[src/rtl/i2c_arb_pkg.sv]
// Shared types and constants for the I2C command arbiter slice.
package i2c_arb_pkg;

    localparam int unsigned TMO_W    = 20;
    localparam int unsigned TO_CNT_W = 4;
    localparam int unsigned SKIP_W   = 3;
    localparam int unsigned BYTE_W   = 8;
    localparam int unsigned ST_W     = 3;

    // Arbiter state encoding
    typedef logic [ST_W-1:0] arb_state_t;
    localparam arb_state_t ST_IDLE  = 3'd0;
    localparam arb_state_t ST_GRANT = 3'd1;
    localparam arb_state_t ST_RUN   = 3'd2;
    localparam arb_state_t ST_DONE  = 3'd3;
    localparam arb_state_t ST_ABORT = 3'd4;

    localparam logic OWN_HOST  = 1'b0;
    localparam logic OWN_SCHED = 1'b1;

endpackage

[src/rtl/i2c_arb_wdog.sv]
// Transaction watchdog: counts RUN cycles and flags the last cycle before timeout.
module i2c_arb_wdog
    import i2c_arb_pkg::*;
#(
    parameter logic [TMO_W-1:0] TIMEOUT_CYC = 20'd400000
)(
    input  logic CLK40,
    input  logic rst_fifo,
    input  logic i_clr,
    input  logic i_en,
    output logic o_tc_c
);

    logic [TMO_W-1:0] r_cnt;

    always_ff @(posedge CLK40 or posedge rst_fifo) begin
        if (rst_fifo) begin
            r_cnt <= '0;
        end else if (i_clr) begin
            r_cnt <= '0;
        end else if (i_en && !o_tc_c) begin
            r_cnt <= r_cnt + TMO_W'(1);
        end
    end

    assign o_tc_c = (r_cnt == TIMEOUT_CYC - TMO_W'(1));

endmodule

[src/rtl/i2c_cmd_arbiter.sv]
// Shares the I2C command parser between the JTAG host FIFO and the refresh scheduler,
// with per-transaction watchdog and stale-request protection.
module i2c_cmd_arbiter
    import i2c_arb_pkg::*;
#(
    parameter logic [TMO_W-1:0] TIMEOUT_CYC = 20'd400000,
    parameter bit               HOST_PRIO   = 1'b1,
    parameter int unsigned      SKIP_MAX    = 4
)(
    input  logic                CLK40,
    input  logic                rst_fifo,
    input  logic                HOST_REQ,
    input  logic [BYTE_W-1:0]   HOST_DATA,
    input  logic                HOST_MT,
    output logic                HOST_POP,
    output logic                HOST_GNT,
    output logic                HOST_DONE,
    input  logic                SCHED_REQ,
    input  logic [BYTE_W-1:0]   SCHED_DATA,
    input  logic                SCHED_MT,
    output logic                SCHED_POP,
    output logic                SCHED_GNT,
    output logic                SCHED_DONE,
    output logic                PRS_START,
    output logic [BYTE_W-1:0]   PRS_DATA,
    output logic                PRS_MT,
    input  logic                PRS_READ_FF,
    input  logic                PRS_DONE,
    output logic                BUSY,
    output logic                OWNER,
    output logic                TO_PULSE,
    output logic [TO_CNT_W-1:0] TO_CNT
);

    arb_state_t          r_state, w_state_nxt;
    logic                r_owner, w_owner_nxt;
    logic                r_last_owner, w_last_nxt;
    logic                r_host_gnt, w_host_gnt_nxt;
    logic                r_sched_gnt, w_sched_gnt_nxt;
    logic                r_busy, w_busy_nxt;
    logic                r_start, w_start_nxt;
    logic                r_host_done, w_host_done_nxt;
    logic                r_sched_done, w_sched_done_nxt;
    logic                r_to_pulse, w_to_pulse_nxt;
    logic [TO_CNT_W-1:0] r_to_cnt, w_to_cnt_nxt;
    logic [SKIP_W-1:0]   r_skip, w_skip_nxt;
    logic                r_host_armed, w_host_armed_nxt;
    logic                r_sched_armed, w_sched_armed_nxt;

    logic w_host_elig, w_sched_elig, w_win, w_disarm;
    logic w_wd_clr, w_wd_en, w_wd_tc, w_gnt;

    i2c_arb_wdog #(
        .TIMEOUT_CYC (TIMEOUT_CYC)
    ) u_wdog (
        .CLK40    (CLK40),
        .rst_fifo (rst_fifo),
        .i_clr    (w_wd_clr),
        .i_en     (w_wd_en),
        .o_tc_c   (w_wd_tc)
    );

    assign w_host_elig  = HOST_REQ  & ~HOST_MT  & r_host_armed;
    assign w_sched_elig = SCHED_REQ & ~SCHED_MT & r_sched_armed;

    // Tie-break between two eligible requesters
    always_comb begin
        w_win = OWN_HOST;
        if (w_host_elig && w_sched_elig) begin
            if (HOST_PRIO) begin
                w_win = (r_skip >= SKIP_W'(SKIP_MAX)) ? OWN_SCHED : OWN_HOST;
            end else begin
                w_win = ~r_last_owner;
            end
        end else if (w_sched_elig) begin
            w_win = OWN_SCHED;
        end
    end

    always_comb begin
        w_state_nxt      = r_state;
        w_owner_nxt      = r_owner;
        w_last_nxt       = r_last_owner;
        w_host_gnt_nxt   = r_host_gnt;
        w_sched_gnt_nxt  = r_sched_gnt;
        w_busy_nxt       = r_busy;
        w_start_nxt      = 1'b0;
        w_host_done_nxt  = 1'b0;
        w_sched_done_nxt = 1'b0;
        w_to_pulse_nxt   = 1'b0;
        w_to_cnt_nxt     = r_to_cnt;
        w_skip_nxt       = r_skip;
        w_disarm         = 1'b0;
        w_wd_clr         = 1'b1;
        w_wd_en          = 1'b0;

        case (r_state)
            ST_IDLE: begin
                if (w_host_elig || w_sched_elig) begin
                    w_state_nxt     = ST_GRANT;
                    w_owner_nxt     = w_win;
                    w_host_gnt_nxt  = (w_win == OWN_HOST);
                    w_sched_gnt_nxt = (w_win == OWN_SCHED);
                    w_busy_nxt      = 1'b1;
                    if (w_win == OWN_SCHED) begin
                        w_skip_nxt = '0;
                    end else if (w_sched_elig && (r_skip != '1)) begin
                        w_skip_nxt = r_skip + SKIP_W'(1);
                    end
                end
            end
            ST_GRANT: begin
                w_state_nxt = ST_RUN;
                w_start_nxt = 1'b1;
            end
            ST_RUN: begin
                w_wd_clr    = 1'b0;
                w_wd_en     = 1'b1;
                w_start_nxt = 1'b1;
                if (PRS_DONE) begin
                    w_state_nxt = ST_DONE;
                    w_start_nxt = 1'b0;
                end else if (w_wd_tc) begin
                    // Timeout is reported on the terminal edge itself
                    w_state_nxt      = ST_ABORT;
                    w_start_nxt      = 1'b0;
                    w_to_pulse_nxt   = 1'b1;
                    w_host_done_nxt  = (r_owner == OWN_HOST);
                    w_sched_done_nxt = (r_owner == OWN_SCHED);
                    if (r_to_cnt != '1) begin
                        w_to_cnt_nxt = r_to_cnt + TO_CNT_W'(1);
                    end
                end
            end
            ST_DONE: begin
                w_state_nxt      = ST_IDLE;
                w_host_gnt_nxt   = 1'b0;
                w_sched_gnt_nxt  = 1'b0;
                w_busy_nxt       = 1'b0;
                w_host_done_nxt  = (r_owner == OWN_HOST);
                w_sched_done_nxt = (r_owner == OWN_SCHED);
                w_last_nxt       = r_owner;
                w_disarm         = 1'b1;
            end
            ST_ABORT: begin
                w_state_nxt     = ST_IDLE;
                w_host_gnt_nxt  = 1'b0;
                w_sched_gnt_nxt = 1'b0;
                w_busy_nxt      = 1'b0;
                w_disarm        = 1'b1;
            end
            default: begin
                w_state_nxt     = ST_IDLE;
                w_host_gnt_nxt  = 1'b0;
                w_sched_gnt_nxt = 1'b0;
                w_busy_nxt      = 1'b0;
            end
        endcase

        // REQ seen low re-arms, even on the edge that ends the owner's transaction
        w_host_armed_nxt  = ~HOST_REQ  | (r_host_armed  & ~(w_disarm & (r_owner == OWN_HOST)));
        w_sched_armed_nxt = ~SCHED_REQ | (r_sched_armed & ~(w_disarm & (r_owner == OWN_SCHED)));
    end

    always_ff @(posedge CLK40 or posedge rst_fifo) begin
        if (rst_fifo) begin
            r_state       <= ST_IDLE;
            r_owner       <= OWN_HOST;
            r_last_owner  <= OWN_SCHED;
            r_host_gnt    <= 1'b0;
            r_sched_gnt   <= 1'b0;
            r_busy        <= 1'b0;
            r_start       <= 1'b0;
            r_host_done   <= 1'b0;
            r_sched_done  <= 1'b0;
            r_to_pulse    <= 1'b0;
            r_to_cnt      <= '0;
            r_skip        <= '0;
            r_host_armed  <= 1'b1;
            r_sched_armed <= 1'b1;
        end else begin
            r_state       <= w_state_nxt;
            r_owner       <= w_owner_nxt;
            r_last_owner  <= w_last_nxt;
            r_host_gnt    <= w_host_gnt_nxt;
            r_sched_gnt   <= w_sched_gnt_nxt;
            r_busy        <= w_busy_nxt;
            r_start       <= w_start_nxt;
            r_host_done   <= w_host_done_nxt;
            r_sched_done  <= w_sched_done_nxt;
            r_to_pulse    <= w_to_pulse_nxt;
            r_to_cnt      <= w_to_cnt_nxt;
            r_skip        <= w_skip_nxt;
            r_host_armed  <= w_host_armed_nxt;
            r_sched_armed <= w_sched_armed_nxt;
        end
    end

    assign w_gnt = r_host_gnt | r_sched_gnt;

    // Parser-side byte stream follows the granted owner with no added latency
    always_comb begin
        PRS_DATA  = '0;
        PRS_MT    = 1'b1;
        HOST_POP  = 1'b0;
        SCHED_POP = 1'b0;
        if (w_gnt) begin
            if (r_owner == OWN_SCHED) begin
                PRS_DATA  = SCHED_DATA;
                PRS_MT    = SCHED_MT;
                SCHED_POP = PRS_READ_FF;
            end else begin
                PRS_DATA  = HOST_DATA;
                PRS_MT    = HOST_MT;
                HOST_POP  = PRS_READ_FF;
            end
        end
    end

    assign HOST_GNT   = r_host_gnt;
    assign SCHED_GNT  = r_sched_gnt;
    assign HOST_DONE  = r_host_done;
    assign SCHED_DONE = r_sched_done;
    assign PRS_START  = r_start;
    assign BUSY       = r_busy;
    assign OWNER      = r_owner;
    assign TO_PULSE   = r_to_pulse;
    assign TO_CNT     = r_to_cnt;

endmodule
[config.mk]
export PLATFORM = sky130hd
export DESIGN_NAME = i2c_cmd_arbiter
export DESIGN_NICKNAME = d
export VERILOG_FILES = /design/src/rtl/i2c_arb_pkg.sv /design/src/rtl/i2c_arb_wdog.sv /design/src/rtl/i2c_cmd_arbiter.sv
export SDC_FILE = /design/constraint.sdc
export NUM_CORES = 1
export LEC_CHECK = 0
export ABC_AREA = 1
export CAP_MARGIN = 20
export CORE_AREA = 4 4 70 72
export CTS_BUF_LIST = sky130_fd_sc_hd__clkbuf_4
export CTS_CLUSTER_SIZE = 16
export DETAILED_ROUTE_END_ITERATION = 10
export DIE_AREA = 0 0 74 76
export PLACE_DENSITY = 0.85
export SKIP_CTS_REPAIR_TIMING = 1
export SYNTH_ARGS = -nofsm -noshare
export SYNTH_HDL_FRONTEND = slang
export SYNTH_SLANG_ARGS = --single-unit
[constraint.sdc]
create_clock -name CLK40 -period 2.57 [get_ports CLK40]
set_clock_uncertainty 0.2 [all_clocks]
set_input_delay 0.3855 -clock CLK40 [delete_from_list [all_inputs] [get_ports CLK40]]
set_output_delay 0.3855 -clock CLK40 [all_outputs]
set_load 0.02 [all_outputs]
==> impl_metrics.toml, run 1 <==
[outcome]
status = "completed"

[worst_hold_path]
hp-class = "input port to async pin"

[power_and_ir_drop]
combPwrFrac = 0.454
p_clk_frac = 0.185
power_per_cell_area_nw_per_um2 = 745
swShare = 0.401
vdd_drop_max_mv = 0.627
p_seq_frac = 0.361
power.switching_uw = 894
internal-power_uw = 1330
leakage_uw = 0.00131

[drt]
firstDrtPassIters = 4
drt_wl_total_mm = 5.95
initialDrtViolationCount = 158
avgViaCountPerCell = 5.28
ant_nets = 0
drc = 0
routedWlPerCell_um = 13.6
num_vias = 2304

[die]
ioPinCount = 47
start_util = 0.554
rows = 24
die_area_um2 = 5620
fp.dieH_um = 76
dieWidth_um = 74
coreArea_um2 = 4290

[synthesis]
synth-edff-count = 0
syn_area_per_cell_um2 = 7.19
synthMuxAreaShare = 0
ys_types = 30
yosys-top-cells-area = "dfrtp_1 40%, nand2_1 14%, nor2_1 7.9%"
syn-cell-area_um2 = 2380
yosys.area.top_type = "dfrtp_1"
ys.warnings.count = 0
synth_top_family_by_area = "simple AND/OR/NAND/NOR gates"
yosys.area_share.xor_xnor = 0.0110
synthSimpleGateAreaFrac = 0.371
yosysSeqAreaShare = 0.422
synth_nets = 359
synth_async_sr_flop_share = 1.00
synth-compound-area-share = 0.107
ys.flop_type = "dfrtp_1"
synth_fa_ha_area_frac = 0.0210
netlist.area_leader.share = 0.400
netlist_instances = 331
synth.ff_latch_count = 40

[cts]
cts_tree = "built"
root_buffer = "clkbuf_4"
cts.sinks = 40
cts_made_buffers = 5
clk_latency_ns = 0.37
htree_levels = 2
clkSlewWorstSetupHoldPaths_ns = 0.13
cts_max_path_buffers = 2

[cells_and_area]
final_common_cell = "nand2_1"
fin_area_um2 = 2990
instances_no_fill = 436
syn_to_final_growth_pct = 25.8
final_layout_size_suffix_gt1_frac = 0.0990
mostFrequentLayoutCells = "89 x nand2_1, 50 x nor2_1, 46 x clkdlybuf4s50_1"
n_antenna_cell = 0
finalNetCount = 411

[setup_path]
critPathKind = "register to primary output"
cp.arrival_ns = 1.86
cp_max_fo = 13
max_stage_delay_ns = 0.63
critPathLaunchType = "register"
slowest_stage = "clkdlybuf4s50_1"
crit_chain = "clkinvlp_4 -> nor3_1 -> clkdlybuf4s50_1"
worstSetupEndpointType = "primary output"
required_ns = 1.98

[global_routing]
track_usage = 0.227
grt-ovfl-total = 0
grt_max_degree = 41
grt_pass1_wl_mm = 10.2
grt_pass1_vias = 2173
antenna_found_initial = 0

[place]
placedCellCount = 428
gp_congestion = 0.900
port_buffers = 46
hpwlAfterDp_mm = 4.49
placed_area_um2 = 2910

[timing]
final.setup.tns_ns = 0
worst_slew_pin_slew_ns = 0.499
max_slew_margin = 0.667
max_freq_mhz = 410
setup_violations = 0
rsz0062_at_grt = "no"
finalHoldViolCount = 0
min_period_ns = 2.44
slew_violations = 0
fin_crit_sh = 0.950

[flow_run]
drv_cap = 0
[stage by stage]
| step | utilization | hold slack, ns | total power [µW] | worst slack (ns) |
|---|---|---|---|---|
| final | 0.697 | 0.231 | 2230 | 0.129 |
| after global routing | 0.697 | 0.299 | 2380 | 0.0436 |
| after CTS | 0.696 | 0.260 | 2230 | 0.0295 |
| after detailed placement | 0.678 | 0.274 | 1820 | 0.282 |
| after global placement | 0.678 | 0.260 | 1780 | 0.323 |
| after floorplan | - | 0.229 | 1420 | 0.680 |
[Yosys cell counts, types with 2 or more instances]
library cell	number
nor3_2	2
nand2_1	89
nand3b_1	2
inv_2	4
nor3_1	7
nor2_2	4
buf_2	2
nor2_1	50
dfstp_2	2
clkbuf_1	2
nand3_1	21
or2_2	3
dfrtp_1	38
o21ai_0	15
nand3_4	2
nand4_1	4
ha_1	4
inv_1	33
nor2_4	4
a21oi_1	26
o21ai_1	4
nand2_2	4
xor2_1	2
[power by group through the flow]
stage	clock network [µW]	registers (µW)	logic, µW
floorplan	0	852	563
global placement	0	806	977
detailed placement	0	812	1010
CTS	418	799	1010
global route	451	815	1110
finish	412	804	1010
[cell families (layout without fill, tap and decap cells)]
group | Yosys count | in the layout
AO/OA/AOI/OAI | 49 | 49
XOR/XNOR | 3 | 3
adder cells (fa/ha/maj) | 4 | 4
buffers and inverters | 42 | 95
flip-flops | 40 | 40
AND/OR/NAND/NOR | 193 | 193
[critical path, delay by kind of cell (launching register included)]
kind                   cells  cell delay [ns]
AND/OR/NAND/NOR            1             0.23
flip-flops                 1             0.40
buffers and inverters      2             0.86
[registers in the layout (all words and copies together) (netlist names), 3 cells and up]
| signal | count |
|---|---|
| u_wdog.r_cnt | 20 |
| TO_CNT | 4 |
| r_skip | 3 |
| r_state | 3 |
[final cells by class]
cell class / count / area (µm²)
clock buffers: 5 / 37.5
clock inverters: 3 / 37.5
fillers: 353 / 1300
inverters: 37 / 143
multi-input cells: 249 / 1210
flip-flops and latches: 40 / 1000
well taps: 52 / 65.1
repair buffers: 50 / 490
[per-layer routing]
metal,global-route usage,vias to the layer above,part of all wire
li1,-,1168,-
met2,0.362,65,0.50
met5,0,-,0
met1,0.313,1060,0.43
met4,0.0507,0,0.017
met3,0.0501,11,0.044
[worst paths after layout]
path / from / to / slack [ns] / depth (start not counted)
setup / recovery: OWNER$_DFFE_PP0P_ / SCHED_POP / 0.13 / 3
hold / removal: rst_fifo / u_wdog.r_cnt[6]$_DFFE_PP0P_ / 0.23 / 3
setup reg to reg: u_wdog.r_cnt[0]$_DFFE_PP0P_ / u_wdog.r_cnt[14]$_DFFE_PP0P_ / 0.74 / 6
hold reg to reg: r_sched_armed$_DFF_PP1_ / r_sched_armed$_DFF_PP1_ / 0.29 / 2
max in group asynchronous: rst_fifo / r_sched_armed$_DFF_PP1_ / 1.56 / 3
min in group CLK40: r_sched_armed$_DFF_PP1_ / r_sched_armed$_DFF_PP1_ / 0.29 / 2
Power figures use the tool's default switching activity.
==> run 2: changes to the inputs <==
CORE_AREA = 2 2 68 70   (was 4 4 70 72)
DIE_AREA = 0 0 70 72   (was 0 0 74 76)
==> run 2 against run 1 <==
Against the previous run: first-iteration DRC count is 26% lower; critical path type unchanged; cell area fell by 0.25%; highest routed layer unchanged; hold slack lost 0.013 ns.
==> impl_metrics.toml, run 2 (synthesis gave the netlist of run 1 again) <==
[drt]
ant_nets = 0
drt_wl_total_mm = 5.71
num_vias = 2295
initialDrtViolationCount = 117
firstDrtPassIters = 4
avgViaCountPerCell = 5.28
drc = 0
routedWlPerCell_um = 13.1

[power_and_ir_drop]
vdd_drop_max_mv = 0.662
swShare = 0.404
power.switching_uw = 897
leakage_uw = 0.00131
p_clk_frac = 0.188
combPwrFrac = 0.450
power_per_cell_area_nw_per_um2 = 744
p_seq_frac = 0.362
finalPower_uw = 2220
internal-power_uw = 1320

[place]
port_buffers = 46
hpwlAfterDp_mm = 4.28
gp_congestion = 0.915

[timing]
setup_violations = 0
rsz0062_at_grt = "no"
fin_crit_sh = 0.962
final.setup.tns_ns = 0
max_freq_mhz = 405
worst_slew_pin_slew_ns = 0.653
min_period_ns = 2.47
finalHoldViolCount = 0
max_slew_margin = 0.564
slew_violations = 0
whs_ns = 0.218

[setup_path]
critPathBufInv = 2
crit_chain = "buf_4 -> nand2_1 -> a21oi_1 -> clkdlybuf4s50_1"
reg2regPathDepth = 5
crit_cells = 4
cp_max_fo = 13
critPathLaunch = "OWNER$_DFFE_PP0P_"
max_stage_delay_ns = 0.65
r2r_slack_ns = 0.65
worst_r2r_endpoint = "u_wdog.r_cnt[0]$_DFFE_PP0P_"
rr_startpoint = "r_state[2]$_DFFE_PP0P_"
required_ns = 1.98
worstSetupEndpointType = "primary output"
slowest_stage = "clkdlybuf4s50_1"
critPathLaunchType = "register"
crit_family = "buffers and inverters"
critPathKind = "register to primary output"
crit_path_end = "PRS_DATA[4]"
cp.arrival_ns = 1.89

[global_routing]
grt_pass1_wl_mm = 9.71
track_usage = 0.240
antenna_found_initial = 0
grt_pass1_vias = 2235
grt_max_degree = 41
grt-ovfl-total = 0

[cells_and_area]
largest_register_ff_count = 20
final_layout_size_suffix_gt1_frac = 0.0966
mostFrequentLayoutCells = "89 x nand2_1, 50 x nor2_1, 46 x clkdlybuf4s50_1"
syn_to_final_growth_pct = 25.5
register_area_um2 = 1000
final_common_cell = "nand2_1"
largest-register = "u_wdog.r_cnt"
finalNetCount = 410
n_fill_cell = 340
multiInputGateArea_um2 = 1210
n_antenna_cell = 0

[cts]
cts.sinks = 40
cts_max_path_buffers = 2
clkSlewWorstSetupHoldPaths_ns = 0.12
cts_made_buffers = 5
htree_levels = 2
clk_latency_ns = 0.37
root_buffer = "clkbuf_4"
cts_tree = "built"

[die]
fp.dieH_um = 72
die_area_um2 = 5040
start_util = 0.558
rows = 24
dieWidth_um = 70
coreArea_um2 = 4260
ioPinCount = 47

[flow_run]
drv_cap = 0

[worst_hold_path]
hp-class = "input port to async pin"

[outcome]
status = "completed"
run 2: routing by layer:
layer	GRT usage	wire length, µm	vias to the layer above
met5	0	0	-
met4	0.0833	97	0
met3	0.0556	198	12
met2	0.430	2920	39
met1	0.284	2490	1077
li1	-	-	1167
run 2: final cells by class:
class | instances | area share
clock inverter | 3 | 0.0126
multi-input combinational | 249 | 0.407
timing repair buffer | 49 | 0.162
clock buffer | 5 | 0.0126
inverter | 37 | 0.0478
tap | 52 | 0.0218
sequential | 40 | 0.336
run 2: metrics by stage:
stage | util | worst slack (ns) | instance area, µm² | cells
after global routing | 0.700 | 0.0115 | 2980 | 435
after detailed placement | 0.681 | 0.277 | 2910 | 427
after floorplan | - | 0.680 | 2380 | 331
final | 0.700 | 0.0978 | 2980 | 435
after global placement | 0.681 | 0.323 | 2910 | 427
after CTS | 0.699 | 0.00771 | 2980 | 435
run 2: worst min path at each step:
stage                            start                     endpoint  slack [ns]  cells after the start
4_1_cts                       rst_fifo  u_wdog.r_cnt[5]$_DFFE_PP0P_        0.24                      3
2_1_floorplan                 HOST_REQ       r_host_armed$_DFF_PP1_        0.23                      1
5_1_grt                       rst_fifo        TO_CNT[3]$_DFFE_PP0P_        0.29                      3
3_3_place_gp   r_sched_armed$_DFF_PP1_      r_sched_armed$_DFF_PP1_        0.26                      2
3_5_place_dp   r_sched_armed$_DFF_PP1_      r_sched_armed$_DFF_PP1_        0.27                      2
6_report                      rst_fifo        TO_CNT[3]$_DFFE_PP0P_        0.22                      3
run 2: power by group through the flow:
stage               Clock, µW  Combinational [µW]  Sequential, µW
finish                    416                 999             805
global route              441                1100             815
CTS                       422                1000             799
detailed placement          0                 999             810
global placement            0                 962             807
floorplan                   0                 563             852
run 2: worst register-to-register path: cells and delay by family (launching register included):
family | cells | cell delay (ns)
DFF | 1 | 0.42
and+or+nand+nor | 2 | 0.42
buffers and inverters | 2 | 0.65
AOI/OAI and AO/OA | 1 | 0.18
